--- config.mk ---
export PLATFORM = sky130hd
export DESIGN_NAME = ht_cmd_arbiter
export DESIGN_NICKNAME = d
export VERILOG_FILES = /design/src/rtl/ht_cmd_arbiter.sv
export SDC_FILE = /design/constraint.sdc
export NUM_CORES = 1
export LEC_CHECK = 0
export CAP_MARGIN = 20
export CORE_AREA = 5 5 127 129
export DETAILED_ROUTE_END_ITERATION = 7
export DIE_AREA = 0 0 132 134
export PLACE_DENSITY = 0.82
export SLEW_MARGIN = 20
export SYNTH_ARGS = -nofsm -noshare
export SYNTH_HDL_FRONTEND = slang
export SYNTH_SLANG_ARGS = --single-unit
export TNS_END_PERCENT = 20
--- constraint.sdc ---
create_clock -name clk_i -period 4.1 [get_ports clk_i]
set_clock_uncertainty 0.05 [all_clocks]
set_input_delay 0.82 -clock clk_i [delete_from_list [all_inputs] [get_ports clk_i]]
set_output_delay 0.82 -clock clk_i [all_outputs]
set_load 0.05 [all_outputs]
--- src/rtl/ht_cmd_arbiter.sv ---
// Round-robin arbiter sharing the hash stage among NUM_REQ command sources, with per-source credits.
// Accept to out_valid_o is one cycle; a held, unaccepted output blocks all grants until out_ready_i.
module ht_cmd_arbiter #(
    parameter int NUM_REQ = 4,
    parameter int D_WIDTH = 64,
    parameter int MAX_OUT = 2,
    localparam int SRC_W = $clog2(NUM_REQ)
) (
    input  logic                       clk_i,
    input  logic                       rst_n_i,
    input  logic [NUM_REQ*D_WIDTH-1:0] req_data_i,
    input  logic [NUM_REQ-1:0]         req_valid_i,
    output logic [NUM_REQ-1:0]         req_ready_o,
    output logic [D_WIDTH-1:0]         out_data_o,
    output logic [SRC_W-1:0]           out_src_o,
    output logic                       out_valid_o,
    input  logic                       out_ready_i,
    input  logic                       done_valid_i,
    input  logic [SRC_W-1:0]           done_src_i,
    output logic                       busy_o,
    output logic                       err_o
);
    localparam int CNT_W = $clog2(MAX_OUT + 1);

    logic [CNT_W-1:0]   cnt_q [NUM_REQ];
    logic [CNT_W-1:0]   cnt_d [NUM_REQ];
    logic [D_WIDTH-1:0] req_dat [NUM_REQ];
    logic [NUM_REQ-1:0] elig;
    logic [NUM_REQ-1:0] cnt_nz;
    logic [SRC_W-1:0]   ptr_q, ptr_d;
    logic [SRC_W-1:0]   grant_idx;
    logic               grant_vld;
    logic               load;
    logic [31:0]        idx;
    logic               inc, dec;
    logic [D_WIDTH-1:0] out_data_q, out_data_d;
    logic [SRC_W-1:0]   out_src_q, out_src_d;
    logic               out_valid_q, out_valid_d;
    logic               err_q, err_d;

    always_comb begin
        for (int s = 0; s < NUM_REQ; s++) begin
            req_dat[s] = req_data_i[s*D_WIDTH +: D_WIDTH];
            elig[s]    = req_valid_i[s] && (cnt_q[s] < CNT_W'(MAX_OUT));
            cnt_nz[s]  = (cnt_q[s] != '0);
        end
    end

    // Scan starts one past the last winner, so the last winner has lowest priority.
    always_comb begin
        load      = !out_valid_q || out_ready_i;
        grant_vld = 1'b0;
        grant_idx = '0;
        idx       = '0;
        for (int k = 1; k <= NUM_REQ; k++) begin
            idx = 32'((int'(ptr_q) + k) % NUM_REQ);
            if (load && !grant_vld && elig[idx[SRC_W-1:0]]) begin
                grant_vld = 1'b1;
                grant_idx = idx[SRC_W-1:0];
            end
        end
        req_ready_o = grant_vld ? (NUM_REQ'(1) << grant_idx) : '0;
    end

    always_comb begin
        out_data_d  = out_data_q;
        out_src_d   = out_src_q;
        out_valid_d = out_valid_q;
        ptr_d       = ptr_q;
        if (grant_vld) begin
            out_data_d  = req_dat[grant_idx];
            out_src_d   = grant_idx;
            out_valid_d = 1'b1;
            ptr_d       = grant_idx;
        end else if (load) begin
            out_valid_d = 1'b0;
        end
    end

    // A done is only honoured against a non-zero count; anything else is a protocol error.
    always_comb begin
        err_d = err_q;
        inc   = 1'b0;
        dec   = 1'b0;
        if (done_valid_i) begin
            if ({1'b0, done_src_i} >= (SRC_W+1)'(NUM_REQ)) begin
                err_d = 1'b1;
            end else if (cnt_q[done_src_i] == '0) begin
                err_d = 1'b1;
            end
        end
        for (int s = 0; s < NUM_REQ; s++) begin
            inc      = grant_vld && (grant_idx == SRC_W'(s));
            dec      = done_valid_i && (done_src_i == SRC_W'(s)) && (cnt_q[s] != '0);
            cnt_d[s] = cnt_q[s];
            if (inc && !dec) begin
                cnt_d[s] = cnt_q[s] + CNT_W'(1);
            end else if (dec && !inc) begin
                cnt_d[s] = cnt_q[s] - CNT_W'(1);
            end
        end
    end

    always_ff @(posedge clk_i or negedge rst_n_i) begin
        if (!rst_n_i) begin
            out_data_q  <= '0;
            out_src_q   <= '0;
            out_valid_q <= 1'b0;
            ptr_q       <= SRC_W'(NUM_REQ - 1);
            err_q       <= 1'b0;
            for (int s = 0; s < NUM_REQ; s++) begin
                cnt_q[s] <= '0;
            end
        end else begin
            out_data_q  <= out_data_d;
            out_src_q   <= out_src_d;
            out_valid_q <= out_valid_d;
            ptr_q       <= ptr_d;
            err_q       <= err_d;
            for (int s = 0; s < NUM_REQ; s++) begin
                cnt_q[s] <= cnt_d[s];
            end
        end
    end

    assign out_data_o  = out_data_q;
    assign out_src_o   = out_src_q;
    assign out_valid_o = out_valid_q;
    assign err_o       = err_q;
    assign busy_o      = out_valid_q || (|cnt_nz);

endmodule

==> results_dict.tcl <==
set metrics [dict create \
    status "finished, final reports clean" \
    start_util 0.347 \
    synth_top_cells_by_count "130 x mux2i_1, 76 x dfrtp_1, 51 x nor2_1" \
    cp_data_arrival_time_ns 3.04 \
    cp_max_fo 8 \
    postSynthCellCount 465 \
    cts_buffers 9 \
    final_cell_area_um2 8960 \
    cts_tree "yes" \
    routed_via_density 5.21 \
    fmax_mhz 256 \
    worst_pin_slew_ns 0.911 \
    clkSlewWorstSetupHoldPaths_ns 0.06 \
    via_count 5096 \
    dpl-instance-area_um2 8690 \
    core-area_um2 14900 \
    p_leak_nw 4.08 \
    post-dp-hpwl_um 14600 \
    slew_headroom 0.393 \
    synth_warnings 0 \
    seq_area_frac_synth 0.378 \
    critPathLaunchType "input port" \
    wl_um 18600 \
    drv_cap 0 \
    synth-edff-count 0 \
    drive_above_1_share 0.0925 \
    cpMaxStageDelayCell "clkdlybuf4s50_1" \
    drtIter0Drc 185 \
    boundaryPins 339 \
    r2r_setup_slack_ns 1.18 \
    gp_congestion 0.845 \
    setup_viol 0 \
    die_h_um 134 \
    yosys_register_bits 78 \
    worstSetupEndpointType "output pin" \
    grtUsageMet3 0.0724 \
    clock_latency_ns 0.33 \
    port_buffers 338 \
    synth-async-reset-ratio 1.00 \
    synth_nets 735 \
    final_core_util 0.601 \
    synth_top_area_cell "dfrtp_1" \
    grt_util_met2 0.362 \
    grt_pass1_wl_um 29300 \
    rsz0062_at_grt "no" \
    area_growth_pct 73.3 \
    antenna_found_initial 2 \
    row_count 45 \
    worstPathCellList "clkdlybuf4s50_1 -> nor2b_2 -> a2111o_1 -> a221oi_4 -> and2b_1 -> o21ai_2 -> nor2_2 -> buf_12" \
    vdd_drop_max_mv 0.467 \
    ctsRootBufferMaster "clkbuf_16" \
    grtUsageMet1 0.224 \
    synth_cell_types 51 \
    hold_violations 0 \
    synthMostInstantiatedCell "mux2i_1" \
    power_mw 7.38 \
    grt_overflow 0 \
    cp_slowest_stage_delay_ns 0.44 \
    avgSynthCellArea_um2 11.1 \
    nFillCells 1213 \
    cts_sinks 78 \
    die_area_um2 17700 \
    busiest_layer "met2" \
    finalCritPeriodShare 0.954 \
    power_density_nw_per_um2 823 \
    min_period_ns 3.91 \
    dr.pass1.iters 4 \
    nets 1056 \
    cp.required_ns 3.23 \
    hold_path.class "in2async" \
    drc 0 \
    h-tree-depth 3 \
    grt_usage 0.202 \
    syn-cell-area_um2 5170 \
    cts_hold_buf 0 \
    tns_ns 0 \
    ys.flop_type "dfrtp_1" \
    ant_nets 0 \
    grt_pass1_vias 5621 \
    dieWidth_um 132 \
    synth_top_area_frac 0.368 \
    yosys-top-cells-area "dfrtp_1 37%, mux2i_1 25%, a221oi_2 8.7%" \
    path_class "in2out" \
    clockBufferDepth 2 \
    final_max_slew_viol_count 0 \
    grt_max_degree 79 \
    wl_per_cell_um 19.0 \
]
==> flip-flops by register name, summed over array words and instances, names as in the netlist <==
| name | flops |
|---|---|
| out_data_o | 64 |
| cnt_q | 8 |
| out_src_o | 2 |
| ptr_q | 2 |
| err_o | 1 |
| out_valid_o | 1 |
==> final timing paths <==
| check | start | endpoint | cells after the start |
|---|---|---|---|
| max | req_valid_i[1] | req_ready_o[2] | 8 |
| min | rst_n_i | cnt_q[1]$_DFFE_PN0P_ | 1 |
| max reg2reg | cnt_q[1]$_DFFE_PN0P_ | out_data_o[6]$_DFFE_PN0P_ | 7 |
| min reg2reg | out_data_o[61]$_DFFE_PN0P_ | out_data_o[61]$_DFFE_PN0P_ | 2 |
| max in group asynchronous | rst_n_i | out_data_o[55]$_DFFE_PN0P_ | 1 |
| min in group clk_i | out_data_o[61]$_DFFE_PN0P_ | out_data_o[61]$_DFFE_PN0P_ | 2 |
==> metrics by stage <==
step	setup WS [ns]	hold slack, ns	cells
3_5_place_dp	0.112	0.422	963
6_report	0.189	0.439	978
2_1_floorplan	0.172	0.426	465
3_3_place_gp	0.158	0.392	963
4_1_cts	0.109	0.437	977
5_1_grt	0.0446	0.465	978
==> metal layers <==
metal | vias up | part of all wire
li1 | 2422 | -
met1 | 2390 | 0.38
met2 | 257 | 0.51
met3 | 25 | 0.093
met4 | 2 | 0.018
met5 | - | 0.00048
==> cell families after synthesis <==
| group | Yosys count | share of synthesized area |
|---|---|---|
| muxes | 131 | 0.256 |
| adders and majority gates | 4 | 0.00968 |
| AOI/OAI and AO/OA | 88 | 0.191 |
| DFF | 78 | 0.378 |
| and+or+nand+nor | 113 | 0.0965 |
| xor gates and xnor gates | 12 | 0.0203 |
| buffers and inverters | 39 | 0.0489 |
==> worst max-delay path: cells and delay by family <==
family / cells / cell delay [ns]
AOI/OAI and AO/OA: 3 / 0.93
buffers and inverters: 2 / 0.60
and+or+nand+nor: 3 / 0.69
==> cells in the final DEF, fill, tap and decap left out, types with 2 or more instances in the layout <==
master,instances
clkdlybuf4s50_1,333
mux2i_1,130
dfrtp_1,76
nor2_1,49
nand2_1,37
a221oi_2,30
o221ai_1,28
buf_4,10
clkbuf_16,9
xor2_1,8
a221oi_1,7
nor2b_1,6
nand2b_1,5
xnor2_1,4
ha_1,4
buf_12,4
nand3_1,2
a21o_1,2
o21ai_0,2
nor2_2,2
clkbuf_1,2
clkinv_2,2
dfstp_2,2
==> layout make-up <==
type / instances / area, µm² / area share
diodes: 1 / 2.50 / 0.000279
repair buffers: 348 / 3500 / 0.390
clock buffers: 12 / 246 / 0.0275
flip-flops and latches: 78 / 1950 / 0.218
well taps: 188 / 235 / 0.0262
clock inverters: 2 / 10.0 / 0.00112
multi-input cells: 348 / 3010 / 0.336
inverters: 1 / 3.75 / 0.000419
==> what timing repair did <==
item	in CTS	in global routing
endpoints found under the setup margin	0	4
resized for setup	0	3
buffers inserted	0	0
==> report_power, final <==
part           internal (mW)  leakage (nW)  switching (mW)
Clock                  0.418         0.128           0.290
Sequential              1.21         0.901           0.283
Combinational           2.06          3.05            3.12
(Power assumes the default switching activity.)
